==> src/rtl/mem_align_unit.sv <==
// Memory-stage load/store unit: lane steering, byte enables, two-beat split of misaligned accesses.
// Optional macro MISALIGN_TRAP_EN: trap split accesses with addr_err_M instead of running two beats.
module mem_align_unit #(
    parameter int DATA_W = 32,
    parameter int ADDR_W = 32
) (
    input  logic              clk,
    input  logic              reset_n,
    input  logic              req_M,
    input  logic              we_M,
    input  logic [1:0]        size_M,
    input  logic              sign_extend_en_M,
    input  logic [ADDR_W-1:0] addr_M,
    input  logic [DATA_W-1:0] write_data_M,
    output logic              stall_M,
    output logic              done_M,
    output logic [DATA_W-1:0] data_out_M,
    output logic              addr_err_M,
    output logic              bus_req,
    output logic              bus_we,
    output logic [ADDR_W-1:0] bus_addr,
    output logic [DATA_W/8-1:0] bus_byte_en,
    output logic [DATA_W-1:0] bus_wdata,
    input  logic              bus_ack,
    input  logic [DATA_W-1:0] bus_rdata
);

    localparam int NB    = DATA_W / 8;
    localparam int OFS_W = $clog2(NB);

    // state | meaning
    // IDLE  | waiting for req_M; operands captured on request
    // BEAT1 | first aligned bus beat outstanding
    // BEAT2 | overflow beat of a split access outstanding
    // RESP  | done_M pulse, load result on data_out_M
    typedef enum logic [1:0] {
        IDLE  = 2'd0,
        BEAT1 = 2'd1,
        BEAT2 = 2'd2,
        RESP  = 2'd3
    } state_t;

    state_t state, state_nxt;

    logic [1:0]        size_eff;
    logic [OFS_W:0]    bytes_in;
    logic [OFS_W-1:0]  off_in;
    logic [2*NB-1:0]   lane_mask;
    logic [2*NB-1:0]   lane_shift;
    logic [NB-1:0]     en1_in;
    logic [NB-1:0]     en2_in;
    logic              split_in;
    logic              trap_in;
    logic [DATA_W-1:0] steered_in;
    logic [ADDR_W-1:0] base_in;

    logic              we_q;
    logic              sext_q;
    logic [OFS_W-1:0]  off_q;
    logic [OFS_W:0]    bytes_q;
    logic [NB-1:0]     en2_q;
    logic              split_q;
    logic [DATA_W-1:0] rd1_q;
`ifdef MISALIGN_TRAP_EN
    logic              err_q;
`endif

    logic [DATA_W-1:0] rd_lo;
    logic [DATA_W-1:0] rd_shift;
    logic [DATA_W-1:0] load_val;
    logic              sign_bit;
    int                nbits;

    always_comb begin
        // a doubleword request on a 32-bit bus is served as a word
        size_eff   = (int'(size_M) > OFS_W) ? 2'(OFS_W) : size_M;
        bytes_in   = {{OFS_W{1'b0}}, 1'b1} << size_eff;
        off_in     = addr_M[OFS_W-1:0];
        lane_mask  = '0;
        for (int i = 0; i < NB; i++) begin
            lane_mask[i] = (i < int'(bytes_in));
        end
        lane_shift = lane_mask << off_in;
        en1_in     = lane_shift[NB-1:0];
        en2_in     = lane_shift[2*NB-1:NB];
        split_in   = |en2_in;
        steered_in = DATA_W'(({write_data_M, write_data_M} << {off_in, 3'b000}) >> DATA_W);
        base_in    = {addr_M[ADDR_W-1:OFS_W], {OFS_W{1'b0}}};
`ifdef MISALIGN_TRAP_EN
        trap_in    = split_in;
`else
        trap_in    = 1'b0;
`endif
    end

    // beat-1 lanes sit in the low half of the window, overflow lanes in the high half
    always_comb begin
        rd_lo    = (state == BEAT2) ? rd1_q : bus_rdata;
        rd_shift = DATA_W'({bus_rdata, rd_lo} >> {off_q, 3'b000});
        nbits    = 8 * int'(bytes_q);
        sign_bit = 1'b0;
        for (int k = 0; k < NB; k++) begin
            if (int'(bytes_q) == k + 1) sign_bit = rd_shift[8*k+7];
        end
        load_val = '0;
        for (int i = 0; i < DATA_W; i++) begin
            load_val[i] = (i < nbits) ? rd_shift[i] : (sext_q & sign_bit);
        end
    end

    always_comb begin
        state_nxt = state;
        case (state)
            IDLE:    if (req_M) state_nxt = trap_in ? RESP : BEAT1;
            BEAT1:   if (bus_ack) state_nxt = split_q ? BEAT2 : RESP;
            BEAT2:   if (bus_ack) state_nxt = RESP;
            RESP:    state_nxt = IDLE;
            default: state_nxt = IDLE;
        endcase
    end

    always_ff @(posedge clk or negedge reset_n) begin
        if (!reset_n) begin
            state       <= IDLE;
            bus_req     <= 1'b0;
            bus_we      <= 1'b0;
            bus_addr    <= '0;
            bus_byte_en <= '0;
            bus_wdata   <= '0;
            data_out_M  <= '0;
            we_q        <= 1'b0;
            sext_q      <= 1'b0;
            off_q       <= '0;
            bytes_q     <= '0;
            en2_q       <= '0;
            split_q     <= 1'b0;
            rd1_q       <= '0;
`ifdef MISALIGN_TRAP_EN
            err_q       <= 1'b0;
`endif
        end else begin
            state <= state_nxt;
            case (state)
                IDLE: begin
                    if (req_M) begin
                        we_q    <= we_M;
                        sext_q  <= sign_extend_en_M;
                        off_q   <= off_in;
                        bytes_q <= bytes_in;
                        en2_q   <= en2_in;
                        split_q <= split_in;
`ifdef MISALIGN_TRAP_EN
                        err_q   <= trap_in;
`endif
                        if (!trap_in) begin
                            bus_req     <= 1'b1;
                            bus_we      <= we_M;
                            bus_addr    <= base_in;
                            bus_byte_en <= en1_in;
                            bus_wdata   <= steered_in;
                        end
                    end
                end
                BEAT1: begin
                    if (bus_ack) begin
                        rd1_q <= bus_rdata;
                        if (split_q) begin
                            bus_addr    <= bus_addr + ADDR_W'(NB);
                            bus_byte_en <= en2_q;
                        end else begin
                            bus_req <= 1'b0;
                            bus_we  <= 1'b0;
                            if (!we_q) data_out_M <= load_val;
                        end
                    end
                end
                BEAT2: begin
                    if (bus_ack) begin
                        bus_req <= 1'b0;
                        bus_we  <= 1'b0;
                        if (!we_q) data_out_M <= load_val;
                    end
                end
                default: ;
            endcase
        end
    end

    // gated by reset_n so a pending req_M cannot hold the pipeline while in reset
    assign stall_M = reset_n & (((state == IDLE) & req_M) | (state == BEAT1) | (state == BEAT2));
    assign done_M  = (state == RESP);
`ifdef MISALIGN_TRAP_EN
    assign addr_err_M = (state == RESP) & err_q;
`else
    assign addr_err_M = 1'b0;
`endif

endmodule

==> config.mk <==
export PLATFORM = sky130hd
export DESIGN_NAME = mem_align_unit
export DESIGN_NICKNAME = d
export VERILOG_FILES = /design/src/rtl/mem_align_unit.sv
export SDC_FILE = /design/constraint.sdc
export NUM_CORES = 1
export LEC_CHECK = 0
export CAP_MARGIN = 40
export CORE_ASPECT_RATIO = 1.25
export CORE_UTILIZATION = 52
export CTS_BUF_LIST = sky130_fd_sc_hd__clkbuf_2 sky130_fd_sc_hd__clkbuf_4 sky130_fd_sc_hd__clkbuf_8
export DETAILED_ROUTE_END_ITERATION = 10
export PLACE_DENSITY = 0.81
export SETUP_SLACK_MARGIN = 0.02
export SYNTH_ARGS = -nofsm -noshare
export SYNTH_HDL_FRONTEND = slang
export SYNTH_SLANG_ARGS = --single-unit
==> constraint.sdc <==
create_clock -name clk -period 3 [get_ports clk]
set_clock_uncertainty 0.05 [all_clocks]
set_input_delay 0.45 -clock clk [delete_from_list [all_inputs] [get_ports clk]]
set_output_delay 0.45 -clock clk [all_outputs]
set_load 0.01 [all_outputs]
# ---- Word level (Yosys, flattened, before mapping)
# Cells that the tools add are included.
dict set report word_totals {
  reg_bits 148
  input_bits 104
  out_inout_bits 105
  wordCells 147
}
dict set report classes {
  add_sub_neg 1
  n_lt_le_gt_ge 37
  eq_ne 12
  shifts 4
  mux 63
  bitwise_logic 5
  reduce_logical 11
}
# operator count
set op_table {}
lappend op_table {{two-way mux 32 bit} 8}
lappend op_table {{case mux 32 bit (2 select lines)} 2}
lappend op_table {{less-than comparator 5 x 6 -> 1 bit, first input constant} 16}
lappend op_table {{<< shifter 64 x 5 -> 64 bit} 1}
lappend op_table {{right shift 64 x 5 -> 32 bit} 1}
lappend op_table {{less-than comparator 4 x 6 -> 1 bit, first input constant} 8}
lappend op_table {{two-way mux 1 bit} 42}
lappend op_table {{adder 32 x 3 -> 32 bit, second input constant} 1}
lappend op_table {{less-than comparator 3 x 6 -> 1 bit, first input constant} 4}
lappend op_table {{less-than comparator 1 x 6 -> 1 bit, first input constant} 2}
lappend op_table {{less-than comparator 2 x 6 -> 1 bit, first input constant} 2}
lappend op_table {{two-way mux 4 bit} 3}
lappend op_table {{inequality test 2 bit, second input constant} 5}
lappend op_table {{== test 3 bit, second input constant} 3}
lappend op_table {{two-way mux 2 bit} 4}
lappend op_table {{case mux 2 bit (4 select lines)} 1}
lappend op_table {{case mux 4 bit (2 select lines)} 1}
lappend op_table {{AND reduction 4 bit} 2}
lappend op_table {{<< shifter 4 x 2 -> 8 bit} 1}
lappend op_table {{less-than comparator 1 x 3 -> 1 bit, first input constant} 2}
lappend op_table {{less-than comparator 2 x 3 -> 1 bit, first input constant} 2}
lappend op_table {{case mux 1 bit (3 select lines)} 2}
lappend op_table {{AND reduction 5 bit} 1}
lappend op_table {{== test 2 bit, second input constant} 2}
lappend op_table {{12 further kinds} 17}

# ---- Depth between registers and ports, before layout
# Gate-level depths: netlist of the first run.
dict set report depth {
  ltp_word 13
  mapped_depth 10
  mapped_depth_nobuf 7
}

# ---- Worst setup path after synthesis of the first run
# No wires, ideal clock.
dict set report synth_timing {
  path_kind {flip-flop to flip-flop}
  startpoint {register state[0]}
  endpoint {register data_out_M[31]}
  setup_ns 0.146
  arrival_ns 2.211
  required_time_ns 2.804
  setup_slack_ns 0.594
  stages_incl_launch_ff 8
  path_buffers 0
  synth_period_minus_slack_ns 2.406
  cell_sequence {dfrtp_1 inv_1 ha_1 mux2_2 mux4_2 nor4bb_1 a211oi_4 o311ai_1}
}
dict set report synth_via {
  elab_chain_cells 13
  word_cells_on_any_way 20
  classes_between {eq/ne: 5; shift: 1; mux: 11; bitwise: 1; reduce/logical: 2}
}
# element line_no
set synth_lines {}
lappend synth_lines {{start: declaration} 43} ;# state_t state, state_nxt;
lappend synth_lines {{start signal: assignment} 142} ;# state <= state_nxt;
lappend synth_lines {{== test 2 bit} {98, 143}}
lappend synth_lines {{two-way mux 32 bit} 98} ;# rd_lo = (state == BEAT2) ? rd1_q : bus_rdata;
lappend synth_lines {{right shift 64 x 5 -> 32 bit} 99} ;# rd_shift = DATA_W'({bus_rdata, rd_lo} >> {off_q, 3'b000});
lappend synth_lines {{two-way mux 1 bit (4 in a row)} 103} ;# if (int'(bytes_q) == k + 1) sign_bit = rd_shift[8*k+7];
lappend synth_lines {{bitwise AND 1 bit} 107} ;# load_val[i] = (i < nbits) ? rd_shift[i] : (sext_q & sign_bit);
lappend synth_lines {{two-way mux 1 bit} 107}
lappend synth_lines {{two-way mux 32 bit} {173, 181}}
lappend synth_lines {{two-way mux 32 bit} 167} ;# if (split_q) begin
lappend synth_lines {{two-way mux 32 bit} 165} ;# if (bus_ack) begin
lappend synth_lines {{case mux 32 bit (2 select lines)} 143} ;# case (state)
lappend synth_lines {{end signal: assignment} 173} ;# if (!we_q) data_out_M <= load_val;
lappend synth_lines {{end signal: assignment} 181} ;# if (!we_q) data_out_M <= load_val;
lappend synth_lines {{end: declaration} 17} ;# output logic [DATA_W-1:0] data_out_M,
# Several ways; a longest one is shown, not always the timed one. The select of a mux whose other input is x is not followed.
# A chain may end at the register's enable or synchronous reset.

# ---- Worst setup path after layout of the first run
dict set report layout_timing {
  startpoint {register state[0]}
  endpoint {output port stall_M}
}
dict set report layout_via {
  elab_chain_cells 5
  word_cells_on_any_way 7
  classes_between {eq/ne: 2; bitwise: 4; reduce/logical: 1}
}
# element line_no
set layout_lines {}
lappend layout_lines {{logical NOT 2 bit} 190} ;# assign stall_M = reset_n & (((state == IDLE) & req_M) | (state == BEAT1) | (state == BEAT2));
lappend layout_lines {{bitwise AND 1 bit} 190}
lappend layout_lines {{OR 1 bit} 190}
lappend layout_lines {{OR 1 bit (*)} 190}
lappend layout_lines {{bitwise AND 1 bit (*)} 190}
lappend layout_lines {{end: declaration} 15} ;# output logic stall_M,
# Every way passes the cells marked *; elsewhere a longest branch is shown, timed or not.

==> flow_summary.html, run 1 <==
<table>
<tr><th>Metric</th><th>Value</th></tr>
<tr><th colspan="2">Outcome</th></tr>
<tr><td>Outcome</td><td>finished clean</td></tr>
<tr><th colspan="2">Clock tree</th></tr>
<tr><td>TritonCTS buffer count</td><td>17</td></tr>
<tr><td>Number of gates resized after CTS</td><td>0</td></tr>
<tr><td>Skew-Pair Late Insertion Delay</td><td>0.45 ns</td></tr>
<tr><td>Clock transition time at the flip-flop clock pins of the worst setup and hold paths</td><td>approximately 0.08 ns</td></tr>
<tr><td>Number of buffers inserted by hold repair at cts</td><td>0</td></tr>
<tr><td>TritonCTS clock tree</td><td>yes</td></tr>
<tr><td>Clk sink count</td><td>around 150</td></tr>
<tr><td>H-tree levels</td><td>4</td></tr>
<tr><td>Maximum clock insertion buffer count</td><td>2</td></tr>
<tr><td>Setup repair bufs after CTS</td><td>0</td></tr>
<tr><td>CTS Root Buffer Type</td><td>sky130_fd_sc_hd__clkbuf_8</td></tr>
<tr><th colspan="2">Placed design</th></tr>
<tr><td>DP HPWL</td><td>16.4 mm</td></tr>
<tr><td>Number of port buffers</td><td>205</td></tr>
<tr><td>Global placer's final weighted congestion</td><td>0.906</td></tr>
<tr><td>Cell area after placement</td><td>10,700 sq um</td></tr>
<tr><th colspan="2">Power</th></tr>
<tr><td>Cell-internal power</td><td>6.98 mW</td></tr>
<tr><td>Peak supply drop</td><td>609 uV</td></tr>
<tr><td>Clock power share</td><td>13.6%</td></tr>
<tr><td>Pwr dens</td><td>1040 nW/um^2</td></tr>
<tr><td>Static Leak</td><td>4.71 nW</td></tr>
<tr><td>Gate power share</td><td>between 50% and 60%</td></tr>
<tr><td>Flop pwr share</td><td>approximately 32%</td></tr>
<tr><td>Net switching component of the power</td><td>4.58 mW</td></tr>
<tr><td>Switching share of power</td><td>39.6%</td></tr>
<tr><th colspan="2">Die</th></tr>
<tr><td>Number of placement rows</td><td>51</td></tr>
<tr><td>Die Outline Area</td><td>16,800 sq um</td></tr>
<tr><td>Die boundary width</td><td>116 um</td></tr>
<tr><td>Starting density of the core</td><td>between 50% and 60%</td></tr>
<tr><td>Core Region</td><td>15,800 sq um</td></tr>
<tr><td>IO Pins</td><td>approximately 210</td></tr>
<tr><td>Die span in y</td><td>145 um</td></tr>
<tr><th colspan="2">Logic synthesis</th></tr>
<tr><td>Post-synthesis async set-or-reset flop share</td><td>100%</td></tr>
<tr><td>Sequential share of the synthesized area</td><td>42.8%</td></tr>
<tr><td>Dominant synthesized flop cell</td><td>sky130_fd_sc_hd__dfrtp_1</td></tr>
<tr><td>Synthesis warning total</td><td>0</td></tr>
<tr><td>Number of different library cells in the post-synthesis netlist</td><td>59</td></tr>
<tr><td>Post-Syn Area</td><td>roughly 8500 sq um</td></tr>
<tr><td>Post-synthesis register bit count</td><td>145</td></tr>
<tr><td>Count of mapped cells out of synthesis</td><td>863</td></tr>
<tr><td>Number of synthesized flops with an enable pin</td><td>0</td></tr>
<tr><td>Synth Area per Inst</td><td>between 9 and 10 sq um</td></tr>
<tr><th colspan="2">Worst setup path</th></tr>
<tr><td>Critical Path Sink Type</td><td>output port</td></tr>
<tr><td>Worst R2R Setup Slack</td><td>roughly 0.3 ns</td></tr>
<tr><td>Kind of start point of the critical path</td><td>register</td></tr>
<tr><td>Critical path arrival</td><td>2.29 ns</td></tr>
<tr><td>Data required time at the worst endpoint</td><td>between 2 and 3 ns</td></tr>
<tr><td>Slowest Stage Delay on Critical Path</td><td>between 0.4 and 0.5 ns</td></tr>
<tr><td>Chain of cells forming the critical path</td><td>inv_1 &gt; ha_1 &gt; buf_6 &gt; o31a_1 &gt; clkdlybuf4s50_1</td></tr>
<tr><td>Cell depth of the worst flop-to-flop path</td><td>7</td></tr>
<tr><td>Worst-path maximum fanout</td><td>23</td></tr>
<tr><td>Critical path class</td><td>register to output port</td></tr>
<tr><td>Reg-to-Reg End</td><td>data_out_M[19]$_DFFE_PN0P_</td></tr>
<tr><td>Worst reg2reg startpoint</td><td>state[0]$_DFFE_PN0P_</td></tr>
<tr><td>Slowest cell on the critical path</td><td>sky130_fd_sc_hd__clkdlybuf4s50_1</td></tr>
<tr><th colspan="2">Finish</th></tr>
<tr><td>Growth of design area from synthesis to finish</td><td>31.5%</td></tr>
<tr><td>Fill cell count</td><td>between 1,000 and 1,500</td></tr>
<tr><td>Number of nets in the layout</td><td>1,159</td></tr>
<tr><td>Area of all placed cells without fillers</td><td>approximately 11,000 sq um</td></tr>
<tr><td>Commonest non-fill, non-tap cells in the layout</td><td>sky130_fd_sc_hd__clkdlybuf4s50_1 (202), sky130_fd_sc_hd__dfrtp_1 (144), sky130_fd_sc_hd__nand2_1 (108)</td></tr>
<tr><td>Commonest non-fill, non-tap cell in the layout</td><td>sky130_fd_sc_hd__clkdlybuf4s50_1</td></tr>
<tr><td>Antenna diode count</td><td>0</td></tr>
<tr><td>Share of cells above drive strength 1</td><td>around 16%</td></tr>
<tr><th colspan="2">Drt</th></tr>
<tr><td>DRC</td><td>0</td></tr>
<tr><td>Via-per-instance ratio</td><td>5.84</td></tr>
<tr><td>Routed length per instance</td><td>17.4 um</td></tr>
<tr><td>Vias</td><td>7,438</td></tr>
<tr><td>Number of nets with antenna violations after routing</td><td>0</td></tr>
<tr><td>Violation count after the first detailed-routing iteration</td><td>503</td></tr>
<tr><td>Number of search-and-repair iterations in the first detailed-routing pass</td><td>5</td></tr>
<tr><td>WL final</td><td>~22 mm</td></tr>
<tr><th colspan="2">Timing</th></tr>
<tr><td>Setup TNS</td><td>0 ns</td></tr>
<tr><td>Setup repair after global routing missed its margin</td><td>false</td></tr>
<tr><td>Slew @ Worst Pin</td><td>0.823 ns</td></tr>
<tr><td>Post-layout minimum cycle time</td><td>approximately 2.8 ns</td></tr>
<tr><td>Fmax achieved</td><td>359 MHz</td></tr>
<tr><td>Worst relative slew slack</td><td>45.1%</td></tr>
<tr><td>Final Max Slew Viols</td><td>0</td></tr>
<tr><td>Final-report setup violation count</td><td>0</td></tr>
<tr><td>Period Utilization, post-route</td><td>92.9%</td></tr>
<tr><td>Final Hold Viols</td><td>0</td></tr>
<tr><th colspan="2">GRT</th></tr>
<tr><td>Global Route Usage Sum</td><td>28.0%</td></tr>
<tr><td>GR Overflow Total</td><td>0</td></tr>
<tr><td>Wire length of the first global-routing pass</td><td>about 36 mm</td></tr>
<tr><td>Via count of the first global-routing pass</td><td>7,242</td></tr>
<tr><td>Initial antenna violation count</td><td>0</td></tr>
<tr><td>Largest net degree at the start of global routing</td><td>146</td></tr>
<tr><th colspan="2">Job</th></tr>
<tr><td>MaxCap Viol Count</td><td>0</td></tr>
<tr><th colspan="2">Worst hold path</th></tr>
<tr><td>Worst hold path class</td><td>input pin to asynchronous set/reset pin</td></tr>
</table>
Yosys cell counts (all sizes together) (3+ instances only):
| cell type | n | area (sq um) |
|---|---|---|
| mux4 | 20 | 454 |
| a22o | 7 | 61.3 |
| nand2b | 8 | 50.1 |
| buf | 23 | 124 |
| clkbuf | 46 | 173 |
| nand3 | 25 | 125 |
| o21ai | 94 | 470 |
| and4 | 5 | 43.8 |
| and2 | 4 | 25.0 |
| mux2i | 49 | 490 |
| mux2 | 72 | 811 |
| nand4 | 8 | 50.1 |
| o31ai | 4 | 30.0 |
| a31oi | 3 | 18.8 |
| dfrtp | 145 | 3630 |
| ha | 7 | 87.6 |
| nand2 | 109 | 409 |
| o211ai | 10 | 75.1 |
| a221o | 7 | 78.8 |
| nor4 | 5 | 37.5 |
| o221a | 4 | 45.0 |
| o22ai | 22 | 138 |
| nor2 | 51 | 191 |
| and3 | 18 | 113 |
| a311oi | 5 | 43.8 |
| nor3 | 14 | 70.1 |
| inv | 8 | 30.0 |
| a22oi | 11 | 82.6 |
| nor2b | 7 | 43.8 |
| a21oi | 42 | 210 |
layer usage:
layer,track usage [%],vias up,part of all wire [%]
li1,-,3561,-
met5,0,-,0
met2,46.6,237,50
met4,12.9,0,3.4
met1,34.7,3588,41
met3,6.08,52,5.8
through the flow:
stage	worst slack [ns]	instances	total power, mW	hold WS [ns]	utilization (%)
floorplan	0.594	865	7.48	0.104	-
global placement	0.316	1241	9.79	0.411	68.1
detailed placement	0.278	1241	9.99	0.420	68.1
finish	0.212	1273	11.6	0.0492	70.7
CTS	0.119	1273	11.6	0.147	70.6
global route	0.0830	1273	12.4	0.104	70.7
power groups by stage:
stage                     logic, mW  registers (mW)  clock network [mW]
final                          6.28            3.71                1.58
after global routing           6.87            3.85                1.69
after CTS                      6.28            3.70                1.61
after detailed placement       6.25            3.74                   0
after global placement         6.11            3.68                   0
after floorplan                3.67            3.81                   0
worst max-delay path, delay by kind of cell, from the launching register on:
family                   cells  cell delay [ns]
adder cells (fa/ha/maj)      1             0.27
buffers and inverters        3             0.80
flip-flops                   1             0.45
AO/OA/AOI/OAI                1             0.32
layout make-up:
type                    count  area [sq um]  share of cell area [%]
well taps                 212           265                    2.38
inverters                  10          37.5                   0.337
multi-input cells         641          4520                    40.6
clock inverters            11           139                    1.25
repair buffers            233          2280                    20.5
clock buffers              21           264                    2.37
flip-flops and latches    145          3630                    32.6
state kept, by name, summed over array words and instances, names as in the netlist:
signal	count
bus_addr	30
split_q	1
bus_wdata	32
en2_q	3
we_q	1
state	2
sext_q	1
data_out_M	32
bus_req	1
bus_we	1
off_q	2
bytes_q	3
rd1_q	32
bus_byte_en	4
how the worst max path moves through the flow:
stage                               startpoint                          to  slack [ns]  cells past startpoint
final                     state[0]$_DFFE_PN0P_                     stall_M        0.21                      5
after global routing      state[0]$_DFFE_PN0P_                     stall_M        0.08                      5
after floorplan           state[0]$_DFFE_PN0P_  data_out_M[31]$_DFFE_PN0P_        0.59                      7
after global placement           bus_rdata[15]  data_out_M[19]$_DFFE_PN0P_        0.32                      6
after CTS                 state[0]$_DFFE_PN0P_                     stall_M        0.12                      5
after detailed placement         bus_rdata[15]  data_out_M[19]$_DFFE_PN0P_        0.28                      6
cell families after synthesis:
family	share of synthesized area, %
other	0.0443
and+or+nand+nor	14.7
muxes	20.7
adders and majority gates	1.03
DFF	42.8
AOI/OAI and AO/OA	16.7
buffers and inverters	3.94
(Power assumes the default switching activity.)
==> run 2, diff against run 1 <==
==> constraint.sdc (replaced) <==
create_clock -name clk -period 2.7 [get_ports clk]
set_clock_uncertainty 0.05 [all_clocks]
set_input_delay 0.405 -clock clk [delete_from_list [all_inputs] [get_ports clk]]
set_output_delay 0.405 -clock clk [all_outputs]
set_load 0.01 [all_outputs]
==> flow_summary.html, run 2 (synthesis results as in run 1) <==
<table>
<tr><th>Metric</th><th>Value</th></tr>
<tr><th colspan="2">Worst setup path</th></tr>
<tr><td>Slowest cell on the critical path</td><td>sky130_fd_sc_hd__clkdlybuf4s50_1</td></tr>
<tr><td>Cell depth of the worst flop-to-flop path</td><td>7 (unchanged)</td></tr>
<tr><td>Data required time at the worst endpoint</td><td>2.25 ns (-0.25 ns)</td></tr>
<tr><td>Critical Path Sink Type</td><td>output port</td></tr>
<tr><td>Kind of start point of the critical path</td><td>register</td></tr>
<tr><td>Path length in cells of the critical path</td><td>5 (unchanged)</td></tr>
<tr><td>Critical path arrival</td><td>2.11 ns (-0.18 ns)</td></tr>
<tr><td>Slowest Stage Delay on Critical Path</td><td>0.55 ns (+0.06 ns)</td></tr>
<tr><td>Buffer and inverter count on the worst path</td><td>3 (unchanged)</td></tr>
<tr><td>Chain of cells forming the critical path</td><td>inv_1 &gt; ha_2 &gt; buf_12 &gt; o31a_1 &gt; clkdlybuf4s50_1</td></tr>
<tr><td>Cell family contributing the most delay on the critical path</td><td>buffers and inverters</td></tr>
<tr><td>Critical path class</td><td>register to output port</td></tr>
<tr><td>Worst-path maximum fanout</td><td>23 (unchanged)</td></tr>
<tr><th colspan="2">Die</th></tr>
<tr><td>Die span in y</td><td>145 um (unchanged)</td></tr>
<tr><td>Number of placement rows</td><td>51 (unchanged)</td></tr>
<tr><td>Starting density of the core</td><td>53.8% (unchanged)</td></tr>
<tr><td>Die Outline Area</td><td>16,800 sq um (unchanged)</td></tr>
<tr><td>IO Pins</td><td>209 (unchanged)</td></tr>
<tr><td>Core Region</td><td>15,800 sq um (unchanged)</td></tr>
<tr><td>Die boundary width</td><td>116 um (unchanged)</td></tr>
<tr><th colspan="2">Drt</th></tr>
<tr><td>WL final</td><td>22.4 mm (+0.92%)</td></tr>
<tr><td>Via-per-instance ratio</td><td>5.86 (+0.33%)</td></tr>
<tr><td>Routed length per instance</td><td>17.5 um (+0.61%)</td></tr>
<tr><td>Vias</td><td>7,486 (+0.65%)</td></tr>
<tr><td>Number of search-and-repair iterations in the first detailed-routing pass</td><td>5 (unchanged)</td></tr>
<tr><td>DRC</td><td>0 (unchanged)</td></tr>
<tr><td>Number of nets with antenna violations after routing</td><td>0 (unchanged)</td></tr>
<tr><td>Violation count after the first detailed-routing iteration</td><td>517 (+2.8%)</td></tr>
<tr><th colspan="2">Outcome</th></tr>
<tr><td>Outcome</td><td>finished clean</td></tr>
<tr><th colspan="2">Placed design</th></tr>
<tr><td>DP HPWL</td><td>16.4 mm (-0.12%)</td></tr>
<tr><td>Global placer's final weighted congestion</td><td>0.947 (+4.6%)</td></tr>
<tr><td>Number of port buffers</td><td>205 (unchanged)</td></tr>
<tr><th colspan="2">Worst hold path</th></tr>
<tr><td>Worst hold path class</td><td>input pin to asynchronous set/reset pin</td></tr>
<tr><th colspan="2">GRT</th></tr>
<tr><td>Global Route Usage Sum</td><td>27.9% (-0.070 points)</td></tr>
<tr><td>Initial antenna violation count</td><td>0 (unchanged)</td></tr>
<tr><td>Via count of the first global-routing pass</td><td>7,216 (-0.36%)</td></tr>
<tr><td>GR Overflow Total</td><td>0 (unchanged)</td></tr>
<tr><td>Wire length of the first global-routing pass</td><td>35.9 mm (-0.80%)</td></tr>
<tr><td>Largest net degree at the start of global routing</td><td>146 (unchanged)</td></tr>
<tr><th colspan="2">Finish</th></tr>
<tr><td>Growth of design area from synthesis to finish</td><td>32.3%</td></tr>
<tr><td>Commonest non-fill, non-tap cell in the layout</td><td>sky130_fd_sc_hd__clkdlybuf4s50_1</td></tr>
<tr><td>Number of nets in the layout</td><td>1,163 (+0.35%)</td></tr>
<tr><td>Share of cells above drive strength 1</td><td>17.2% (+0.78 points)</td></tr>
<tr><td>Antenna diode count</td><td>0 (unchanged)</td></tr>
<tr><td>Final core utilization</td><td>71.1% (+0.48 points)</td></tr>
<tr><td>Commonest non-fill, non-tap cells in the layout</td><td>sky130_fd_sc_hd__clkdlybuf4s50_1 (202), sky130_fd_sc_hd__dfrtp_1 (143), sky130_fd_sc_hd__nand2_1 (108)</td></tr>
<tr><td>Largest registers</td><td>bus_wdata (32), data_out_M (32), rd1_q (32)</td></tr>
<tr><th colspan="2">Timing</th></tr>
<tr><td>Setup TNS</td><td>0 ns (unchanged)</td></tr>
<tr><td>Period Utilization, post-route</td><td>94.9%</td></tr>
<tr><td>Slew @ Worst Pin</td><td>0.763 ns (-0.0605 ns)</td></tr>
<tr><td>Final Hold Viols</td><td>0 (unchanged)</td></tr>
<tr><td>Final Max Slew Viols</td><td>0 (unchanged)</td></tr>
<tr><td>Final-report setup violation count</td><td>0 (unchanged)</td></tr>
<tr><td>Fmax achieved</td><td>390 MHz</td></tr>
<tr><td>Setup repair after global routing missed its margin</td><td>false</td></tr>
<tr><td>Post-layout minimum cycle time</td><td>~2.6 ns</td></tr>
<tr><td>Worst relative slew slack</td><td>49.2% (+4.0 points)</td></tr>
<tr><th colspan="2">Clock tree</th></tr>
<tr><td>Clk sink count</td><td>145 (unchanged)</td></tr>
<tr><td>CTS Root Buffer Type</td><td>sky130_fd_sc_hd__clkbuf_8</td></tr>
<tr><td>Skew-Pair Late Insertion Delay</td><td>0.46 ns (about the same)</td></tr>
<tr><td>TritonCTS clock tree</td><td>yes</td></tr>
<tr><td>TritonCTS buffer count</td><td>17 (unchanged)</td></tr>
<tr><td>Maximum clock insertion buffer count</td><td>2 (unchanged)</td></tr>
<tr><td>H-tree levels</td><td>4 (unchanged)</td></tr>
<tr><td>Clock transition time at the flip-flop clock pins of the worst setup and hold paths</td><td>0.08 ns (about the same)</td></tr>
<tr><th colspan="2">Power</th></tr>
<tr><td>Static Leak</td><td>4.74 nW (+0.67%)</td></tr>
<tr><td>Peak supply drop</td><td>780 uV (+28%)</td></tr>
<tr><td>Pwr dens</td><td>1150 nW/um^2 (+11%)</td></tr>
<tr><th colspan="2">Job</th></tr>
<tr><td>MaxCap Viol Count</td><td>0 (unchanged)</td></tr>
</table>
run 2: changes by cell type in the layout (fill, tap and decap cells not counted), moves of 2 or more:
cell | previous run | this run
sky130_fd_sc_hd__buf_12 | 2 | 6
sky130_fd_sc_hd__clkbuf_8 | 17 | 20
sky130_fd_sc_hd__clkinv_4 | 1 | 4
sky130_fd_sc_hd__bufinv_16 | 3 | 1
sky130_fd_sc_hd__clkinv_2 | 5 | 3
sky130_fd_sc_hd__clkinvlp_4 | 2 | 0
sky130_fd_sc_hd__ha_1 | 7 | 5
sky130_fd_sc_hd__ha_2 | 0 | 2
run 2: cell type report:
type,instances,area [sq um]
clock buffers,24,305
flip-flops and latches,145,3630
fillers,1265,4550
repair buffers,237,2360
clock inverters,8,80.1
well taps,212,265
inverters,10,37.5
multi-input cells,641,4530
run 2: timing repair:
| action | CTS | global route |
|---|---|---|
| resized for setup | 3 | 5 |
| endpoints found under the setup margin | 1 | 11 |
| hold buffers | 0 | 0 |
| pin swaps | 0 | 1 |
| buffers inserted | 0 | 0 |
run 2: metal layers:
metal,share of wire (%),wire length [um],GRT usage [%],vias up
met5,0,0,0,-
met4,2.7,614,11.7,0
met3,6.2,1380,6.50,48
met2,50,11300,46.6,266
met1,41,9120,34.7,3602
li1,-,-,-,3570
run 2: metrics by stage:
| step | cells | total power [mW] | hold WS [ns] | cell area [sq um] | setup slack [ns] |
|---|---|---|---|---|---|
| 2_1_floorplan | 865 | 8.31 | 0.0594 | 8480 | 0.294 |
| 3_3_place_gp | 1245 | 11.0 | 0.412 | 10800 | 0.0572 |
| 3_5_place_dp | 1245 | 11.2 | 0.420 | 10800 | 0.0300 |
| 4_1_cts | 1277 | 12.9 | 0.0877 | 11200 | 0.0460 |
| 5_1_grt | 1277 | 13.8 | 0.125 | 11200 | 0.0242 |
| 6_report | 1277 | 12.9 | 0.0824 | 11200 | 0.139 |
run 2: worst reg2reg max path: cells and delay by family (launching register included):
family	cells	cell delay, ns
AO/OA/AOI/OAI	2	0.57
adder cells (fa/ha/maj)	1	0.26
buffers and inverters	1	0.10
flip-flops	1	0.38
multiplexers	2	0.83
AND/OR/NAND/NOR	1	0.21
run 2: final timing paths:
kind	startpoint	to	slack, ns
min in group clk	bus_wdata[6]$_DFFE_PN0P_	bus_wdata[6]$_DFFE_PN0P_	0.43
max in group asynchronous	reset_n	off_q[0]$_DFFE_PN0P_	1.96
min	reset_n	data_out_M[2]$_DFFE_PN0P_	0.08
min reg2reg	bus_wdata[6]$_DFFE_PN0P_	bus_wdata[6]$_DFFE_PN0P_	0.43
max	state[0]$_DFFE_PN0P_	stall_M	0.14
max reg2reg	state[0]$_DFFE_PN0P_	data_out_M[31]$_DFFE_PN0P_	0.16
run 2: report_power, final:
group / leakage [nW] / switching (mW) / internal [mW] / total, mW
registers: 1.78 / 0.903 / 3.22 / 4.12
logic: 2.75 / 3.42 / 3.70 / 7.11
clock network: 0.205 / 0.818 / 0.843 / 1.66
